### config.mk
export PLATFORM = sky130hd
export DESIGN_NAME = pipe_stage_reg
export DESIGN_NICKNAME = d
export VERILOG_FILES = /design/src/rtl/pipe_stage_reg_pkg.sv /design/src/rtl/pipe_stage_perf.sv /design/src/rtl/pipe_stage_reg.sv
export SDC_FILE = /design/constraint.sdc
export NUM_CORES = 1
export LEC_CHECK = 0
export BUFFER_PORTS_ARGS = -buffer_cell sky130_fd_sc_hd__clkbuf_2
export CORE_MARGIN = 4
export CORE_UTILIZATION = 31
export DETAILED_ROUTE_END_ITERATION = 8
export PLACE_DENSITY = 0.57
export SYNTH_ARGS = -nofsm -noshare
export SYNTH_HDL_FRONTEND = slang
export SYNTH_SLANG_ARGS = --single-unit
### constraint.sdc
create_clock -name clk -period 3.44 [get_ports clk]
set_clock_uncertainty 0.05 [all_clocks]
set_input_delay 0.516 -clock clk [delete_from_list [all_inputs] [get_ports clk]]
set_output_delay 0.516 -clock clk [all_outputs]
set_load 0.03 [all_outputs]
### src/rtl/pipe_stage_reg_pkg.sv
// rtl/pipe_stage_reg_pkg.sv - base types and stage payload typedefs shared by the pipeline stage registers
package common;

    typedef logic        u1;
    typedef logic [31:0] u32;

endpackage


### src/rtl/pipe_stage_perf.sv
// rtl/pipe_stage_perf.sv - hold/flush/bubble event counters for one pipeline stage register
module pipe_stage_perf
    import common::*;
(
    input  logic clk,
    input  logic reset,
    input  logic hold_evt,
    input  logic flush_evt,
    input  logic bubble_evt,
    output u32   perf_hold_cnt,
    output u32   perf_flush_cnt,
    output u32   perf_bubble_cnt
);

    // Free-running wrapping counters, one per event class.
    always_ff @(posedge clk) begin
        if (reset) begin
            perf_hold_cnt   <= '0;
            perf_flush_cnt  <= '0;
            perf_bubble_cnt <= '0;
        end else begin
            if (hold_evt)   perf_hold_cnt   <= perf_hold_cnt + 32'd1;
            if (flush_evt)  perf_flush_cnt  <= perf_flush_cnt + 32'd1;
            if (bubble_evt) perf_bubble_cnt <= perf_bubble_cnt + 32'd1;
        end
    end

endmodule

### src/rtl/pipe_stage_reg.sv
// rtl/pipe_stage_reg.sv - parametrised pipeline stage register with epochs and sticky deferred flush (PIPE_STAGE_REG_PERF_EN adds perf counters)
module pipe_stage_reg
    import common::*;
#(
    parameter int W              = 64,
    parameter int NF             = 2,
    parameter int NS             = 1,
    parameter int EW             = 2,
    parameter bit CLEAR_ON_FLUSH = 1'b1
) (
    input  logic          clk,
    input  logic          reset,
    input  logic [W-1:0]  in_data,
    input  logic          in_valid,
    input  logic          hard_stall,
    input  logic [NS-1:0] soft_stall,
    input  logic [NF-1:0] flush,
    output logic [W-1:0]  out_data,
    output logic          out_valid,
    output logic [EW-1:0] out_epoch,
    output logic          flush_pending,
`ifdef PIPE_STAGE_REG_PERF_EN
    output u32            perf_hold_cnt,
    output u32            perf_flush_cnt,
    output u32            perf_bubble_cnt,
`endif
    output logic          in_ready
);

    logic          flush_any;
    logic          soft_any;
    logic          apply_flush;
    logic [EW-1:0] epoch_cur;

    assign flush_any = |flush;
    assign soft_any  = |soft_stall;

    // A live flush and a deferred one merge into a single flush action.
    assign apply_flush = flush_any | flush_pending;

    // Capture happens only when nothing higher in priority claims the cycle.
    assign in_ready = !reset && !hard_stall && !apply_flush && !soft_any;

    // Stage state update in priority order: reset, hard stall, flush, soft stall, advance.
    always_ff @(posedge clk) begin
        if (reset) begin
            out_data      <= '0;
            out_valid     <= 1'b0;
            out_epoch     <= '0;
            epoch_cur     <= '0;
            flush_pending <= 1'b0;
        end else if (hard_stall) begin
            // Frozen; remember any flush so it is not lost behind the handshake.
            if (flush_any) flush_pending <= 1'b1;
        end else if (apply_flush) begin
            out_valid     <= 1'b0;
            if (CLEAR_ON_FLUSH) out_data <= '0;
            epoch_cur     <= epoch_cur + EW'(1);
            flush_pending <= 1'b0;
        end else if (!soft_any) begin
            out_data  <= in_data;
            out_valid <= in_valid;
            out_epoch <= epoch_cur;
        end
    end

`ifdef PIPE_STAGE_REG_PERF_EN
    logic hold_evt;
    logic flush_evt;
    logic bubble_evt;

    assign hold_evt   = !reset && (hard_stall || (!apply_flush && soft_any));
    assign flush_evt  = !reset && !hard_stall && apply_flush;
    assign bubble_evt = in_ready && !in_valid;

    pipe_stage_perf u_perf (
        .clk             (clk),
        .reset           (reset),
        .hold_evt        (hold_evt),
        .flush_evt       (flush_evt),
        .bubble_evt      (bubble_evt),
        .perf_hold_cnt   (perf_hold_cnt),
        .perf_flush_cnt  (perf_flush_cnt),
        .perf_bubble_cnt (perf_bubble_cnt)
    );
`endif

endmodule

======== Word level (Yosys, flattened, before mapping) ========
Index checks and enable logic that the tools add are counted.
storage, ports and cells
  flip-flop bits (word level) ............. 70
  bits in latches ......................... 0
  RAM bits ................................ 0
  ROM bits ................................ 0
  output and inout port bits .............. 69
  logic and storage cells ................. 32
  memories kept ........................... 0
operators by class
  $add $sub $neg .......................... 1
  $mul .................................... 0
  divide/modulo/power cells ............... 0
  magnitude comparators ................... 0
  eq/ne operators ......................... 2
  shifts and indexed selects .............. 0
  muxes and demuxes ....................... 7
  bitwise operators ....................... 4
  reduce and logical (&&, ||, !) cells .... 13
operator list
  operator             count
  $mux 64              2
  $reduce_and 2->1     3
  $mux 1               5
  $logic_not 1->1      4
  $ne 2x1->1 const B   2
  $logic_and 1x1->1    3
  $not 1->1            3
  $reduce_and 3->1     1
  $add 2x1->2 const B  1
  $reduce_bool 2->1    1
  $reduce_or 2->1      1
  $or 1x1->1           1

======== Depth between registers and ports, before layout ========
  depth in word-level cells ............... 5
  depth in mapped cells ................... 5
  gate-level depth less buffers ........... 3

======== Worst setup path before layout ========
OpenSTA, ideal clock, no wires.
  path type ............................... in2out
  start point ............................. in flush[1]
  end point ............................... out in_ready
  arrival ................................. 1,390 ps
  data required time ...................... 2,874 ps
  setup slack ............................. 1,484 ps
  stages .................................. 3
  buffers on the path ..................... 1
  cell sequence ........................... or3_1 > nor4_2 > buf_2
between the ends
  word-level cells in the longest chain between the ends .. 5
ends and longest elaborated chain
  item                            line                  source
  start, declared                 pipe_stage_reg.sv:17  input logic [NF-1:0] flush,
  $reduce_or 2->1                 pipe_stage_reg.sv:35  assign flush_any = |flush;
  $or 1x1->1                      pipe_stage_reg.sv:39  assign apply_flush = flush_any | flush_pending;
  $logic_not 1->1                 pipe_stage_reg.sv:42  assign in_ready = !reset && !hard_stall && !apply_flush && !soft_any;
  $logic_and 1x1->1 (2 in a row)  pipe_stage_reg.sv:42
  end, declared                   pipe_stage_reg.sv:27  output logic in_ready
No other way between the ends.

======== Final worst setup path ========
  start point ............................. reg flush_pending
  end point ............................... out in_ready
between the ends
  word-level cells in the longest chain between the ends .. 4
ends and longest elaborated chain
  item                            line                  source
  start, declared                 pipe_stage_reg.sv:21  output logic flush_pending,
  start signal, assigned          pipe_stage_reg.sv:51  flush_pending <= 1'b0;
  start signal, assigned          pipe_stage_reg.sv:54  if (flush_any) flush_pending <= 1'b1;
  start signal, assigned          pipe_stage_reg.sv:59  flush_pending <= 1'b0;
  $or 1x1->1                      pipe_stage_reg.sv:39
  $logic_not 1->1                 pipe_stage_reg.sv:42
  $logic_and 1x1->1 (2 in a row)  pipe_stage_reg.sv:42
No other way between the ends.

==> summary.md <==
| Metric | Value |
|---|---|
| Finish-stage setup viols | `0` |
| Leading area contributor after synthesis | `dfxtp_1` |
| R2r endpoint | `out_data[10]` |
| # diodes | `0` |
| Die W | `between 90 and 100 µm` |
| Core region area | `0.00687 mm²` |
| HP Class | `input port to flip-flop` |
| Postcts setup bufs | `0` |
| Endpoints failing hold | `0` |
| NumNets Final | `379` |
| Worst r2r path cells | `4` |
| Synthesized Nets | `241` |
| Critical Path AT | `1.61 ns` |
| Most frequent cell after synthesis | `dfxtp_1` |
| Power, Total | `1.84 mW` |
| Largest net degree at the start of global routing | `44` |
| Initial antenna violation count | `0` |
| Synthesized instance count | `170` |
| XOR/XNOR share of the synthesized area | `0` |
| Synth Area in Adders | `0` |
| Least-Margin Pin Slew | `0.667 ns` |
| RSZ-0062 raised after global routing | `no` |
| Clk_lat worst skew | `0.32 ns` |
| Root Buffer | `clkbuf_8` |
| Pre-Repair DR Iteration Count | `4` |
| Slew Limit Fails | `0` |
| Critical path's slowest cell | `or3_1` |
| Compound-Gate Fraction of Synth Area | `0.268` |
| Gr ovfl total | `0` |
| Critical path endpoint category | `output port` |
| Leakage | `around 1.6 nW` |
| Largest family of logic cells by synthesized area | `compound AO/OA/AOI/OAI gates` |
| Crit Reg-Reg Startpoint | `flush_pending` |
| Drt total wl | `5720 µm` |
| Minimum clock period | `2.18 ns` |
| Total CTS buffers | `9` |
| Crit-path max cell delay | `0.45 ns` |
| Crit share post-route | `0.633` |
| First-pass GRT wire length | `9000 µm` |
| Number of synthesized flops with an enable pin | `0` |
| Crit-path leading delay family | `simple AND/OR/NAND/NOR gates` |
| Worst EP required | `between 2 and 3 ns` |
| Synth top area cells | `dfxtp_1 63%, a22o_1 26%, buf_6 2.5%` |
| Setup TNS | `0 ns` |
| Share of the synthesized area in the top cell type | `0.631` |
| Clock slew at reported path FFs | `around 0.070 ns` |
| Vias per cell | `4.66` |
| Post-synth top cells | `70 x dfxtp_1, 65 x a22o_1, 5 x buf_4, 5 x buf_6` |
| Count of unique library cells instantiated by Yosys | `19` |
| Avg Cell Area, Syn | `about 13 µm²` |
| Hold depth | `2` |
| Min-delay src | `in_data[59]` |
| Max-Cap Viols | `0` |
| Startpoint types | `flip-flop` |
| Clk sinks | `70` |
| Pwr dens | `565 mW/mm²` |
| Gpl congestion | `0.679` |
| CP Max Fanout | `4` |
| Drt wl/cell | `14.0 µm` |
| Crit path depth | `3` |
| PortBufs | `139` |
| FMAX | `0.459 GHz` |
| Buf/Inv on CP | `1` |
| Crit-path cells | `or3_1 > nor4_4 > clkbuf_2` |
| IO Count | `140` |
| DR vias | `around 1900` |
| H-tree Lvls | `3` |
| DP Wirelength | `4030 µm` |
| Initial Utilization | `0.323` |
| Post-CTS sizing | `0` |
| Seq cells post-synth | `70` |
| Share of post-route cells with drive strength above 1 | `0.514` |
| Yosys warns | `0` |
| Number of global-route vias before repair | `around 1900` |
| Die Ht | `92.6 µm` |
| Die ar. | `0.00858 mm²` |
| Rows | `30` |
| Post-route ant nets | `0` |
| DRC | `0` |
| Area Overhead vs Synth | `46.5%` |
| CTS Hold Bufs | `0` |
| Overall Global Routing Usage | `0.132` |
| Status | `finished clean` |
| Post-Synth Simple-Gate Area | `0.0377` |
| Reg2reg setup slack | `1.37 ns` |
| Sequential share of the synthesized area | `0.631` |
| CTS tree | `done` |
| Clk buf depth | `2` |
| Maximum VDD drop | `216 µV` |
| Mapped cell area | `0.00222 mm²` |
| Crit Path Class | `flip-flop to output port` |
| Initial DRC count | `67` |
| Headroom to the max-slew limit | `0.555` |
| Post-synthesis mux area share | `0.00901` |
| Asr flop ratio synth | `0` |
| Endpoint, Worst Hold | `out_data[59]` |
| Dominant synthesized flop cell | `dfxtp_1` |
-- worst register-to-register path, cell delays in order, from the launching register on --
cell     delay, ns
dfxtp_1       0.33
or4b_1        0.59
a21oi_4       0.59
buf_12        0.30
a22o_1        0.17
-- cell families (layout without fill, tap and decap cells) --
family	after synthesis	count (layout)
buf+inv	16	159
mux	2	2
compound gates	69	69
flops	70	70
simple gates	13	13
-- routing by layer --
layer / routed length, µm / global-route usage
met1: 2450 / 0.160
met2: 2640 / 0.208
met3: 548 / 0.0626
met4: 84 / 0.0379
met5: 0 / 0
-- state kept, by name (all words and copies together), names as in the netlist --
register,flops
out_epoch,2
out_data,64
out_valid,1
epoch_cur,2
flush_pending,1
-- worst max path at each step --
stage / start / end / slack (ns)
after floorplan: flush[1] / in_ready / 1.48
after global placement: flush[1] / out_data[8] / 1.08
after detailed placement: flush[1] / out_data[8] / 1.07
after CTS: flush_pending / in_ready / 1.22
after global routing: flush_pending / in_ready / 1.15
final: flush_pending / in_ready / 1.26
-- per-stage QoR --
stage,setup slack [ns],instances,instance area (µm²),hold slack (ns),utilization
floorplan,1.48,170,2220,0.427,-
global placement,1.08,393,2970,0.405,0.433
detailed placement,1.07,393,2970,0.404,0.433
CTS,1.22,409,3250,0.327,0.474
global route,1.15,409,3250,0.319,0.474
finish,1.26,409,3250,0.349,0.474
-- cell usage in the layout, fill, tap and decap left out --
cell type | netlist | routed
a21oi_4 | 0 | 1
a22o_1 | 65 | 65
a31o_2 | 1 | 1
a31oi_1 | 1 | 1
buf_12 | 0 | 1
buf_4 | 5 | 2
bufinv_16 | 0 | 4
clkbuf_2 | 0 | 139
clkbuf_8 | 0 | 11
clkinv_4 | 0 | 1
dfxtp_1 | 70 | 70
inv_1 | 1 | 1
mux2i_1 | 2 | 2
nand2b_1 | 4 | 4
nor2_1 | 2 | 2
nor3_1 | 3 | 3
nor4_4 | 0 | 1
o21ai_0 | 1 | 1
or3_1 | 1 | 1
or4_1 | 1 | 1
or4b_1 | 1 | 1
-- cell type report --
type | instances | area [µm²]
Multi-Input combinational cell | 84 | 718
Clock buffer | 11 | 151
Sequential cell | 70 | 1400
Clock inverter | 5 | 129
Inverter | 1 | 3.75
Tap cell | 96 | 120
Fill cell | 663 | 3610
Timing Repair Buffer | 142 | 731
-- power breakdown --
part / switching (mW) / internal (mW) / total [mW]
Sequential: 0.00749 / 0.823 / 0.831
Clock: 0.291 / 0.596 / 0.887
Combinational: 0.0677 / 0.0527 / 0.120
Total: 0.366 / 1.47 / 1.84
Power figures use the tool's default switching activity.
